**config.mk**
```make
export PLATFORM = sky130hd
export DESIGN_NAME = wave_table_loader
export DESIGN_NICKNAME = d
export VERILOG_FILES = /design/src/rtl/wave_table_loader_pkg.sv /design/src/rtl/wave_table_loader_bank_ram.sv /design/src/rtl/wave_table_loader.sv
export SDC_FILE = /design/constraint.sdc
export NUM_CORES = 1
export LEC_CHECK = 0
export ABC_AREA = 1
export CORE_MARGIN = 2
export CORE_UTILIZATION = 41
export CTS_CLUSTER_DIAMETER = 200
export CTS_CLUSTER_SIZE = 12
export DETAILED_ROUTE_END_ITERATION = 10
export PLACE_DENSITY = 0.59
export SYNTH_ARGS = -nofsm -noshare
export SYNTH_HDL_FRONTEND = slang
export SYNTH_HIERARCHICAL = 1
export SYNTH_SLANG_ARGS = --single-unit
```
**constraint.sdc**
```tcl
create_clock -name clk_s -period 1.7 [get_ports clk_s]
set_input_delay 0.17 -clock clk_s [delete_from_list [all_inputs] [get_ports clk_s]]
set_output_delay 0.17 -clock clk_s [all_outputs]
set_load 0.02 [all_outputs]
```
**src/rtl/wave_table_loader_pkg.sv**
```systemverilog
// Shared definitions for the double-buffered wave table loader:
// default geometry and the loader FSM state encoding.
package wave_table_loader_pkg;

  localparam int DW_DEFAULT = 8;
  localparam int AW_DEFAULT = 3;

  typedef enum logic [1:0] {
    IDLE   = 2'd0,
    LOAD   = 2'd1,
    COMMIT = 2'd2
  } state_t;

endpackage

```
**src/rtl/wave_table_loader_bank_ram.sv**
```systemverilog
// Dual-bank sample storage: one write port into the shadow bank and a
// registered read port from the active bank, both cleared on reset.
module wave_bank_ram #(
  parameter int DW = 8,
  parameter int AW = 3
) (
  input  logic          clk_s,
  input  logic          rst_n,
  input  logic          we,
  input  logic          wr_bank,
  input  logic [AW-1:0] wr_addr,
  input  logic [DW-1:0] wr_data,
  input  logic          rd_bank,
  input  logic [AW-1:0] rd_addr,
  output logic [DW-1:0] rd_data
);

  localparam int DEPTH = 2**AW;

  logic [DW-1:0] mem [2][DEPTH];

  // The reader runs every cycle regardless of the writer; the loader
  // guarantees the two ports never address the same bank.
  always_ff @(posedge clk_s or negedge rst_n) begin
    if (!rst_n) begin
      for (int b = 0; b < 2; b++) begin
        for (int i = 0; i < DEPTH; i++) begin
          mem[b][i] <= '0;
        end
      end
      rd_data <= '0;
    end else begin
      if (we) begin
        mem[wr_bank][wr_addr] <= wr_data;
      end
      rd_data <= mem[rd_bank][rd_addr];
    end
  end

endmodule

```
**src/rtl/wave_table_loader.sv**
```systemverilog
// Double-buffered wave table: streams a full table into the shadow bank,
// then swaps banks in a single COMMIT cycle so readers never see a partial table.
module wave_table_loader
  import wave_table_loader_pkg::*;
#(
  parameter int DW = DW_DEFAULT,
  parameter int AW = AW_DEFAULT
) (
  input  logic          clk_s,
  input  logic          rst_n,
  input  logic          start,
  input  logic          abort,
  input  logic          s_valid,
  input  logic [DW-1:0] s_data,
  output logic          s_ready,
  input  logic [AW-1:0] add,
  output logic [DW-1:0] data,
  output logic          bank,
  output logic          busy,
  output logic          done,
  output logic          err
);

  localparam int DEPTH = 2**AW;

  state_t        state;
  state_t        next_state;
  logic [AW-1:0] wr_ptr;
  logic          wr_en;
  logic          last_word;

  assign last_word = (wr_ptr == AW'(DEPTH - 1));

  always_ff @(posedge clk_s or negedge rst_n) begin
    if (!rst_n) begin
      state <= IDLE;
    end else begin
      state <= next_state;
    end
  end

  // Abort takes priority over any handshake in the same LOAD cycle.
  always_comb begin
    next_state = state;
    case (state)
      IDLE:    if (start) next_state = LOAD;
      LOAD: begin
        if (abort) begin
          next_state = IDLE;
        end else if (s_valid && last_word) begin
          next_state = COMMIT;
        end
      end
      COMMIT:  next_state = IDLE;
      default: next_state = IDLE;
    endcase
  end

  always_comb begin
    s_ready = 1'b0;
    busy    = 1'b0;
    wr_en   = 1'b0;
    case (state)
      LOAD: begin
        s_ready = 1'b1;
        busy    = 1'b1;
        wr_en   = s_valid && !abort;
      end
      COMMIT:  busy = 1'b1;
      default: ;
    endcase
  end

  // The bank flips at the end of COMMIT so the COMMIT-cycle read still sees the old table.
  always_ff @(posedge clk_s or negedge rst_n) begin
    if (!rst_n) begin
      wr_ptr <= '0;
      bank   <= 1'b0;
      done   <= 1'b0;
      err    <= 1'b0;
    end else begin
      if (state == IDLE && start) begin
        wr_ptr <= '0;
      end else if (wr_en) begin
        wr_ptr <= wr_ptr + AW'(1);
      end
      if (state == COMMIT) begin
        bank <= ~bank;
      end
      done <= (state == COMMIT);
      err  <= start && busy;
    end
  end

  wave_bank_ram #(
    .DW(DW),
    .AW(AW)
  ) u_ram (
    .clk_s   (clk_s),
    .rst_n   (rst_n),
    .we      (wr_en),
    .wr_bank (~bank),
    .wr_addr (wr_ptr),
    .wr_data (s_data),
    .rd_bank (bank),
    .rd_addr (add),
    .rd_data (data)
  );

endmodule

```
# Word level (Yosys, flattened, before mapping)
# Cells that the tools add are included.
# Widths: inputs -> output; s select.
[op_classes]
reduce_logical = 11
bitwise = 5
n_addsub = 1
muxes = 20
eq_ne = 5
magnitude_cmp = 6
[op_table]
columns = ["operator", "n"]
rows = [
  ["$mux 64", 4],
  ["$bwmux 128", 1],
  ["$demux 64 s1", 1],
  ["$bmux 8 s3", 1],
  ["$demux 8 s3", 1],
  ["$mux 8", 3],
  ["$ge 4x4->1 const B", 2],
  ["$not 3->4", 2],
  ["$logic_and 1x1->1", 6],
  ["$mux 2", 3],
  ["$mux 3", 2],
  ["$ge 2x2->1 const B", 2],
  ["$lt 4x1->1 const B", 1],
  ["$not 1->2", 2],
  ["$pmux 2 s2", 1],
  ["$add 3x1->3 const B", 1],
  ["$eq 3x3->1 const B", 1],
  ["$mux 1", 3],
  ["$ne 3x3->1 const B", 1],
  ["$eq 2x1->1 const B", 1],
  ["$eq 2x2->1 const B", 1],
  ["$logic_not 2->1", 1],
  ["$lt 2x1->1 const B", 1],
  ["$ne 2x2->1 const B", 1],
  ["5 further kinds", 5],
]
[totals]
register_bits = 144
output_inout_bits = 13
input_bits = 16
wordCells = 70

# Logic depth before layout (Yosys ltp)
# Gate-level depths: netlist of run 1.
[depth]
word_depth = 8
ltp_mapped = 11
depth_no_buf = 10

# Cells and area by module
# Netlist of run 1, hierarchy kept.
[modules_own_cells]
columns = ["mod", "area_per_inst_um2", "seq_area_each_um2", "n_inst", "cells_each"]
rows = [
  ["wave_bank_ram", 6538.8, 3403.3, 1, 854],
  ["wave_table_loader", 432.9, 200.2, 1, 49],
]

# Worst setup path after synthesis of run 1
# Ideal clock, no wire load.
[synth_timing]
kind = "register -> register"
startpoint = "reg state[1]"
endpoint = "reg u_ram/mem[117] (netlist name)"
t_arrival_ns = 1.833
setup_ns = 0.134
path_buffers = 1
slack_ns = -0.267
synth_period_minus_slack_ns = 1.967
path_stages_with_launch = 11
required_time_ns = 1.566
cell_sequence = "dfrtp_1 > inv_1 > ha_1 > nand3_2 > inv_2 > inv_1 > nor2_2 > nand3_1 > clkbuf_1 > nand2_1 > o21ai_0"
[synth_between]
elab_chain_len = 2
[synth_rtl]
columns = ["element", "line", "source"]
rows = [
  ["start, declared", "wave_table_loader.sv:26", "state_t state;"],
  ["start signal, assigned", "wave_table_loader.sv:38", "state <= next_state;"],
  ["$eq 2x1->1", "wave_table_loader.sv:63", "case (state)"],
  ["$mux 1", "wave_table_loader.sv:63", ""],
  ["named net wr_en", "wave_table_loader.sv:29", "logic wr_en;"],
  ["end signal, assigned by index", "wave_table_loader_bank_ram.sv:34", "mem[wr_bank][wr_addr] <= wr_data;"],
  ["end, declared", "wave_table_loader_bank_ram.sv:20", "logic [DW-1:0] mem [2][DEPTH];"],
]
# The timed path passes the listed nets, and every way through them passes these cells.
# A chain may end at the register's enable or synchronous reset.

# Worst setup path in the final report of run 1
[layout_timing]
startpoint = "reg state[1]"
endpoint = "reg u_ram/mem[98] (netlist name)"
# The elaborated chain is that of the path after synthesis.

==> results.sh, run 1 <==
export IMPL_clk_pin_slew_ns=0.06
export IMPL_ioPinCount=29
export IMPL_rsz0062_at_grt="yes"
export IMPL_irDropWorstVdd_mv=0.7362
export IMPL_slew_viol_final=0
export IMPL_drtPass1Iterations=5
export IMPL_status="finished clean"
export IMPL_rows=47
export IMPL_num_antenna_cells=0
export IMPL_finalNetCount=988
export IMPL_grt_max_degree=43
export IMPL_worstPathRequired_ns=2.00
export IMPL_dp_hpwl_um=12480
export IMPL_drive_above_1_share_pct=15.02
export IMPL_wirelength_um=19280
export IMPL_finish_utilization_pct=52.99
export IMPL_power_w=0.009135
export IMPL_grt_pass1_wl_um=30240
export IMPL_slowest_delay_ns=0.39
export IMPL_via_count=5935
export IMPL_worstSetupEndpointType="register"
export IMPL_synth_cell_type_count=21
export IMPL_wl_per_cell_um=16.08
export IMPL_final_cell_area_mm2=0.008787
export IMPL_grtUsageTotal_pct=22.09
export IMPL_crit_fanout=8
export IMPL_port_buffers=28
export IMPL_yosysTopAreaCell="dfrtp_1"
export IMPL_critical_path_class="register to register"
export IMPL_yosysTopAreaCellShare_pct=51.69
export IMPL_drcViolationCount=0
export IMPL_crit_slowest_cell="dfrtp_1"
export IMPL_hold_viol_final=0
export IMPL_setup_ws_ns=0.02240
export IMPL_clk_latency_ns=0.42
export IMPL_setup_viol=0
export IMPL_htree_levels=4
export IMPL_first_iter_violations=514
export IMPL_start_kind="register"
export IMPL_coreArea_mm2=0.01658
export IMPL_start_util_pct=42.04
export IMPL_ys_seq_elements=144
export IMPL_skew_ns=0.007752
export IMPL_n_fill_cell=1596
export IMPL_cellLeakagePower_nw=4.256
export IMPL_clk_root_buffer_cell="clkbuf_16"
export IMPL_cts_sinks=144
export IMPL_die_area_mm2=0.01806
export IMPL_synthTopCellsByArea="dfrtp_1 52%, nand2_1 16%, nand3_1 8.5%, o21ai_0 7.5%, inv_1 7.4%"
export IMPL_finalCritPeriodShare_pct=98.68
export IMPL_yosys_warnings=6
export IMPL_critPathBufInv=5
export IMPL_synth_seq_area_share_pct=51.69
export IMPL_cts_buffers=17
export IMPL_syn_avg_cell_area_um2=7.721
export IMPL_layout_commonest_cell="nand2_1"
export IMPL_layout_common_cells="287 x nand2_1, 143 x dfrtp_1, 134 x inv_1"
export IMPL_tns_ns=0
export IMPL_max_slew_margin_pct=66.59
export IMPL_critPathMostFrequentCell="inv_2"
export IMPL_die_h_um=134.4
export IMPL_synth_area_mm2=0.006972
export IMPL_power_density_mw_per_mm2=1040
export IMPL_cts_buffer_depth=2
export IMPL_cap_violations=0
export IMPL_antenna_found_initial=0
export IMPL_fmax_mhz=596.1
export IMPL_critPathTopFamily="buffers and inverters"
export IMPL_gp_congestion=0.8695
export IMPL_fin_crit_ns=1.678
export IMPL_fp_dieW_um=134.4
export IMPL_vias_per_cell=4.950
export IMPL_pre_cts_slack_ns=-0.05079
export IMPL_placed_cell_area_mm2=0.007980
export IMPL_cts_tree="built"
export IMPL_area_delta_synth_final_pct=26.04
export IMPL_hp_class="primary input to async pin"
export IMPL_crit_chain="inv_2 > ha_4 > nand3_4 > inv_4 > inv_2 > nor2_4 > inv_2 > nor2_4 > clkbuf_16 > o21ai_0"
export IMPL_syn_num_nets=925
export IMPL_grt_pass1_vias=5495
export IMPL_critical_path_arrival_ns=1.98
export IMPL_syn_inst=903
export IMPL_tightest_slew_ns=0.5012
export IMPL_drtAntennaViolNets=0
export IMPL_grt_overflow_total=0
[cell type report]
class / instances / area, um2 / share of cell area, %
Inverter: 144 / 543.0 / 6.180
Timing Repair Buffer: 93 / 1051 / 11.96
Clock inverter: 13 / 162.7 / 1.851
Tap cell: 220 / 275.3 / 3.133
Sequential cell: 144 / 3605 / 41.02
Multi-Input combinational cell: 566 / 2698 / 30.70
Clock buffer: 19 / 452.9 / 5.154
[metrics by stage]
| step | hold WS (ns) | instances |
|---|---|---|
| 2_1_floorplan | -0.1256 | 903 |
| 3_3_place_gp | 0.1238 | 1156 |
| 3_5_place_dp | 0.1255 | 1156 |
| 4_1_cts | 0.2468 | 1189 |
| 5_1_grt | 0.2728 | 1199 |
| 6_report | 0.2410 | 1199 |
[Yosys cell counts, drive strengths merged]
cell / instances
dfrtp: 144
buf: 24
ha: 6
inv: 144
nand2: 298
clkbuf: 25
nor3: 3
nor2: 7
o21ai: 128
xor2: 1
nand3: 122
nand4: 1
[path summary, 6_finish.rpt]
kind | startpoint | endpoint | slack, ns | cells after the start
worst max-delay path | state[1]$_DFFE_PN0P_ | u_ram/mem[98]$_DFFE_PN0P_ | 0.02 | 10
worst min-delay path | rst_n | err$_DFF_PN0_ | 0.24 | 2
worst max register to register | state[1]$_DFFE_PN0P_ | u_ram/mem[98]$_DFFE_PN0P_ | 0.02 | 10
worst min register to register | u_ram/mem[14]$_DFFE_PN0P_ | u_ram/mem[14]$_DFFE_PN0P_ | 0.48 | 2
max in group asynchronous | rst_n | u_ram/mem[2]$_DFFE_PN0P_ | 0.89 | 3
min in group clk_s | start | err$_DFF_PN0_ | 0.39 | 3
[flip-flops by register name (all words and copies together) (netlist names)]
register,flops
u_ram/mem,128
err,1
done,1
state,2
bank,1
u_ram/rd_data,8
wr_ptr,3
[timing repair]
action,4_1_cts,5_1_grt
hold buffers,1,0
hold endpoints to repair,38,0
setup buffers,0,7
setup endpoints to repair,3,70
pin swaps,0,4
gates cloned,0,3
gates resized for setup,6,25
[cell families after synthesis]
group / share of synthesized area, %
xor gates and xnor gates: 0.1257
and+or+nand+nor: 26.58
buffers and inverters: 10.91
DFF: 51.69
adders and majority gates: 1.077
AOI/OAI and AO/OA: 9.619
[power by group]
group | internal [W] | switching, W | total [W] | leakage (nW)
clock network | 0.00238 | 0.00149 | 0.00388 | 0.283
registers | 0.00377 | 0.000217 | 0.00398 | 1.77
logic | 0.000529 | 0.000747 | 0.00128 | 2.21
total | 0.00668 | 0.00246 | 0.00914 | 4.26
[routing by layer]
layer / routed length [um] / up-vias / track usage (%)
met3: 1293 / 34 / 5.102
li1: - / 2921 / -
met1: 8604 / 2793 / 30.79
met4: 537 / 0 / 7.778
met5: 0 / - / 0
met2: 8848 / 187 / 33.87
Power figures use the tool's default switching activity.
==> run 2: changes to the inputs <==
--- a/config.mk
+++ b/config.mk
@@ -11,7 +11,7 @@
 export CTS_CLUSTER_DIAMETER = 200
 export CTS_CLUSTER_SIZE = 12
 export DETAILED_ROUTE_END_ITERATION = 10
-export PLACE_DENSITY = 0.59
+export PLACE_DENSITY = 0.67
 export SYNTH_ARGS = -nofsm -noshare
 export SYNTH_HDL_FRONTEND = slang
 export SYNTH_HIERARCHICAL = 1
==> results.sh, run 2 (synthesized netlist as in run 1, its figures left out) <==
export IMPL_status="finished clean"
export IMPL_cts_buffer_depth=2
export IMPL_clk_latency_ns=0.42
export IMPL_cts_buffers=17
export IMPL_slew_viol_final=0
export IMPL_worstPathRequired_ns=1.53
export IMPL_fin_crit_ns=1.615
export IMPL_final_cell_area_mm2=0.008536
export IMPL_fmax_mhz=619.3
export IMPL_setup_ws_ns=0.08535
export IMPL_dp_hpwl_um=12460
export IMPL_drive_above_1_share_pct=12.71
export IMPL_rows=47
export IMPL_rrSetupSlack_ns=0.11
export IMPL_critical_path_class="register to output port"
export IMPL_pre_cts_slack_ns=-0.08607
export IMPL_crit_fanout=3
export IMPL_cts_tree="built"
export IMPL_reg_top3="u_ram/mem x128, u_ram/rd_data x8, wr_ptr x3"
export IMPL_htree_levels=4
export IMPL_tightest_slew_ns=0.5232
export IMPL_grt_overflow_total=0
export IMPL_grt_pass1_wl_um=30250
export IMPL_slowest_delay_ns=0.43
export IMPL_vias_per_cell=4.928
export IMPL_layout_commonest_cell="nand2_1"
export IMPL_area_delta_synth_final_pct=22.43
export IMPL_n_fill_cell=1588
export IMPL_whs_ns=0.2455
export IMPL_drtPass1Iterations=5
export IMPL_max_slew_margin_pct=65.08
export IMPL_finalNetCount=978
export IMPL_largest_reg_flops=128
export IMPL_worstSetupEndpointType="output port"
export IMPL_clk_pin_slew_ns=0.06
export IMPL_cellLeakagePower_nw=4.151
export IMPL_drcViolationCount=0
export IMPL_skew_ns=0.006094
export IMPL_final_cells=1188
export IMPL_hp_class="primary input to async pin"
export IMPL_via_count=5855
export IMPL_first_iter_violations=444
export IMPL_cap_violations=0
export IMPL_grt_max_degree=46
export IMPL_irDropWorstVdd_mv=0.7550
export IMPL_start_util_pct=42.04
export IMPL_port_buffers=28
export IMPL_start_kind="register"
export IMPL_drtAntennaViolNets=0
export IMPL_gp_congestion=0.8148
export IMPL_crit_chain="inv_1 > ha_1 > buf_2"
export IMPL_placed_cell_area_mm2=0.007910
export IMPL_setup_viol=0
export IMPL_cts_sinks=144
export IMPL_critical_path_arrival_ns=1.44
export IMPL_hold_viol_final=0
export IMPL_fp_dieW_um=134.4
export IMPL_layout_common_cells="293 x nand2_1, 143 x dfrtp_1, 135 x inv_1"
export IMPL_die_h_um=134.4
export IMPL_grtUsageTotal_pct=21.80
export IMPL_crit_slowest_cell="dfrtp_1"
export IMPL_grt_pass1_vias=5663
export IMPL_finalCritPeriodShare_pct=94.98
export IMPL_die_area_mm2=0.01806
export IMPL_clk_root_buffer_cell="clkbuf_16"
export IMPL_wirelength_um=18190
export IMPL_top_register="u_ram/mem"
export IMPL_power_density_mw_per_mm2=1035
export IMPL_coreArea_mm2=0.01658
export IMPL_wl_per_cell_um=15.31
export IMPL_antenna_found_initial=0
export IMPL_critPathBufInv=2
export IMPL_dp_cells=1155
export IMPL_critPathTopFamily="flip-flops"
export IMPL_ioPinCount=29
export IMPL_num_antenna_cells=0
run 2: metrics by stage:
step	power, W	TNS, ns	utilization, %
3_3_place_gp	0.005227	-0.3293	47.70
5_1_grt	0.009237	-0.006352	51.47
2_1_floorplan	0.004724	0	-
6_report	0.008836	0	51.47
3_5_place_dp	0.005267	-0.7926	47.70
4_1_cts	0.008913	0	51.23
run 2: what timing repair did:
action                                 in CTS  in global routing
resized for setup                           7                  7
buffers inserted                            0                  1
hold buffers                                1                  0
cloned                                      0                  0
setup endpoints to repair                   7                 64
endpoints found under the hold margin      37                  0
pin swaps                                   0                  1
run 2: worst reg2reg max path, cell delays in order, from the launching register on:
cell and delay (ns):
dfrtp_1 0.43, ha_4 0.18, nand3_2 0.09, inv_2 0.07, inv_1 0.06, nor2_4 0.11
buf_12 0.14, nand4_2 0.07, buf_6 0.17, nand2_1 0.06, o21ai_0 0.08
run 2: layer usage:
metal	vias up	wire (um)	global-route usage, %
li1	2911	-	-
met1	2744	8567	31.11
met2	178	8241	33.45
met3	22	1052	4.535
met4	0	327	6.725
met5	-	0	0
run 2: final cells by class:
class                   count  area [um2]  share of cell area [%]
flip-flops and latches    144        3605                   42.23
multi-input cells         566        2648                   31.02
repair buffers             83       892.1                   10.45
inverters                 144       540.5                   6.332
clock buffers              25       495.5                   5.805
well taps                 220       275.3                   3.225
clock inverters             6       80.08                  0.9381
run 2: where the power goes:
part	total (W)	internal (W)	leakage (nW)	switching, W
sequential	0.00400	0.00377	1.77	0.000229
combinational	0.00119	0.000466	2.10	0.000721
clock	0.00365	0.00230	0.287	0.00135
run 2: final timing paths:
kind	from	endpoint	cells past startpoint
max	state[0]$_DFFE_PN0P_	busy	3
min	rst_n	u_ram/mem[110]$_DFFE_PN0P_	2
max reg2reg	state[0]$_DFFE_PN0P_	u_ram/mem[68]$_DFFE_PN0P_	10
min reg2reg	u_ram/mem[14]$_DFFE_PN0P_	u_ram/mem[14]$_DFFE_PN0P_	2
max in group asynchronous	rst_n	u_ram/mem[98]$_DFFE_PN0P_	3
min in group clk_s	start	err$_DFF_PN0_	3
==> run 3: changes to the inputs <==
--- a/config.mk
+++ b/config.mk
@@ -6,12 +6,14 @@
 export NUM_CORES = 1
 export LEC_CHECK = 0
 export ABC_AREA = 1
+export CELL_PAD_IN_SITES_DETAIL_PLACEMENT = 1
+export CELL_PAD_IN_SITES_GLOBAL_PLACEMENT = 2
 export CORE_MARGIN = 2
-export CORE_UTILIZATION = 41
+export CORE_UTILIZATION = 33
 export CTS_CLUSTER_DIAMETER = 200
 export CTS_CLUSTER_SIZE = 12
 export DETAILED_ROUTE_END_ITERATION = 10
-export PLACE_DENSITY = 0.67
+export PLACE_DENSITY_LB_ADDON = 0.1
 export SYNTH_ARGS = -nofsm -noshare
 export SYNTH_HDL_FRONTEND = slang
 export SYNTH_HIERARCHICAL = 1
==> constraint.sdc (replaced) <==
create_clock -name clk_s -period 1.7 [get_ports clk_s]
set_input_delay 0.34 -clock clk_s [delete_from_list [all_inputs] [get_ports clk_s]]
set_output_delay 0.34 -clock clk_s [all_outputs]
set_load 0.02 [all_outputs]
==> results.sh, run 3 (synthesized netlist as in run 1, its figures left out) <==
export IMPL_fmax_mhz=581.3
export IMPL_clk_latency_ns=0.42
export IMPL_grt_max_degree=47
export IMPL_wirelength_um=23300
export IMPL_intPower_w=0.006661
export IMPL_via_count=6031
export IMPL_combPwrFrac_pct=15.4
export IMPL_power_switching_w=0.002582
export IMPL_finish_utilization_pct=43.73
export IMPL_worstPathRequired_ns=2.05
export IMPL_drcViolationCount=0
export IMPL_max_slew_margin_pct=65.19
export IMPL_crit_chain="buf_6 > ha_4 > nand3_4 > inv_4 > inv_2 > nor2_4 > inv_2 > buf_6 > nor2_4 > clkbuf_16 > nand2_1 > o21ai_1"
export IMPL_port_buffers=28
export IMPL_layout_commonest_cell="nand2_1"
export IMPL_rows=53
export IMPL_cts_tree="built"
export IMPL_grtUsageTotal_pct=21.52
export IMPL_critical_path_class="register to register"
export IMPL_first_iter_violations=236
export IMPL_dp_hpwl_um=15390
export IMPL_drtAntennaViolNets=0
export IMPL_start_kind="register"
export IMPL_met1_usage_pct=29.53
export IMPL_drtPass1Iterations=4
export IMPL_layout_common_cells="265 x nand2_1, 142 x dfrtp_1, 134 x inv_1"
export IMPL_setup_ws_ns=-0.02036
export IMPL_cts_buffer_depth=2
export IMPL_grt_busiest_layer="met2"
export IMPL_reg2reg_depth=12
export IMPL_crit_slowest_cell="dfrtp_1"
export IMPL_cellLeakagePower_nw=4.477
export IMPL_largest_reg_flops=128
export IMPL_drive_above_1_share_pct=19.45
export IMPL_htree_levels=4
export IMPL_die_area_mm2=0.02231
export IMPL_grt_pass1_vias=6341
export IMPL_rsz0062_at_grt="yes"
export IMPL_wl_per_cell_um=18.47
export IMPL_fp_dieW_um=149.4
export IMPL_fin_crit_ns=1.720
export IMPL_crit_fanout=8
export IMPL_gp_congestion=0.7837
export IMPL_p_clk_share_pct=41.4
export IMPL_die_h_um=149.4
export IMPL_finalNetCount=996
export IMPL_reg_top3="u_ram/mem x128, u_ram/rd_data x8, wr_ptr x3"
export IMPL_finalCritPeriodShare_pct=101.2
export IMPL_cts_sinks=144
export IMPL_num_antenna_cells=0
export IMPL_tns_ns=-0.1394
export IMPL_irDropWorstVdd_mv=0.5260
export IMPL_r2r_end="u_ram/mem[80]$_DFFE_PN0P_"
export IMPL_n_fill_cell=2498
export IMPL_worstSetupEndpointType="register"
export IMPL_violations="negative setup slack"
export IMPL_top_register="u_ram/mem"
export IMPL_coreArea_mm2=0.02089
export IMPL_cts_buffers=17
export IMPL_ioPinCount=29
export IMPL_gr_usage_met2_pct=35.14
export IMPL_grt_pass1_wl_um=36270
export IMPL_area_delta_synth_final_pct=31.01
export IMPL_whs_ns=0.3644
export IMPL_hp_class="primary input to async pin"
export IMPL_rrSetupSlack_ns=-0.02
export IMPL_hold_viol_final=0
export IMPL_status="finished, violations left"
export IMPL_power_density_mw_per_mm2=1012
export IMPL_p_seq_share_pct=43.2
export IMPL_critical_path_arrival_ns=2.07
export IMPL_slowest_delay_ns=0.38
export IMPL_netSwitchingFraction_pct=27.94
export IMPL_antenna_found_initial=0
export IMPL_use_met3_pct=3.211
export IMPL_clk_root_buffer_cell="clkbuf_16"
export IMPL_tightest_slew_ns=0.5216
export IMPL_grt_overflow_total=0
export IMPL_vias_per_cell=4.779
export IMPL_slew_viol_final=0
export IMPL_r2r_start="state[0]$_DFFE_PN0P_"
export IMPL_start_util_pct=33.38
export IMPL_setup_viol=13
export IMPL_cap_violations=0
export IMPL_clk_pin_slew_ns=0.06
export IMPL_skew_ns=0.007547
[run 3: cell types whose count changed in the layout (fill, tap and decap cells not counted), moves of 10 or more]
cell,delta
nand2_2,+21
clkdlybuf4s50_1,-10
o21ai_0,-44
o21ai_2,+15
o21ai_1,+29
nand2_1,-28
[run 3: metrics by stage]
step           worst slack (ns)  total power (W)  area, um2  std cells
2_1_floorplan          0.003919         0.004724       7005        903
3_3_place_gp            -0.1997         0.005296       8089       1213
3_5_place_dp            -0.2660         0.005365       8089       1213
4_1_cts                0.004226         0.009234       8781       1253
5_1_grt                 -0.1349         0.009732       9134       1262
6_report               -0.02036         0.009243       9134       1262
[run 3: critical path: cells and delay by family (launching register included)]
kind,cells,cell delay (ns)
adder cells (fa/ha/maj),1,0.14
AND/OR/NAND/NOR,4,0.45
flip-flops,1,0.38
AO/OA/AOI/OAI,1,0.06
buffers and inverters,6,0.62
[run 3: routing by layer]
layer / up-vias / wire (um) / part of all wire (%)
met5: - / 0 / 0
met1: 2980 / 11220 / 48
li1: 2955 / - / -
met4: 0 / 394 / 1.7
met3: 26 / 463 / 2.0
met2: 70 / 11230 / 48
[run 3: area by class of cell]
class                   instances  area [um2]  area share, %
flip-flops and latches        144        3606          39.48
clock inverters                14       167.7          1.836
well taps                     275       344.1          3.767
inverters                     144       543.0          5.945
repair buffers                101        1209          13.23
clock buffers                  18       429.2          4.699
multi-input cells             566        2835          31.04
[run 3: how the worst max path moves through the flow]
stage / from / to / slack (ns) / cells past startpoint
6_report: state[0]$_DFFE_PN0P_ / u_ram/mem[80]$_DFFE_PN0P_ / -0.02 / 12
5_1_grt: state[0]$_DFFE_PN0P_ / u_ram/mem[84]$_DFFE_PN0P_ / -0.13 / 12
4_1_cts: state[1]$_DFFE_PN0P_ / u_ram/mem[99]$_DFFE_PN0P_ / 0.004 / 11
3_5_place_dp: s_valid / u_ram/mem[99]$_DFFE_PN0P_ / -0.27 / 9
3_3_place_gp: s_valid / u_ram/mem[98]$_DFFE_PN0P_ / -0.20 / 9
2_1_floorplan: state[1]$_DFFE_PN0P_ / u_ram/mem[69]$_DFFE_PN0P_ / 0.004 / 10
[run 3: timing repair]
item / in CTS / in global routing
setup endpoints to repair: 66 / 90
pin swaps: 2 / 5
setup buffers: 5 / 5
hold buffers: 1 / 0
resized for setup: 28 / 123
gates cloned: 2 / 4
endpoints found under the hold margin: 25 / 0
[run 3: power by group through the flow]
stage	clock network [W]	registers [W]	logic, W
CTS	0.00392	0.00398	0.00133
finish	0.00383	0.00399	0.00143
detailed placement	0	0.00405	0.00132
global route	0.00410	0.00403	0.00160
floorplan	0	0.00400	0.000725
global placement	0	0.00403	0.00127
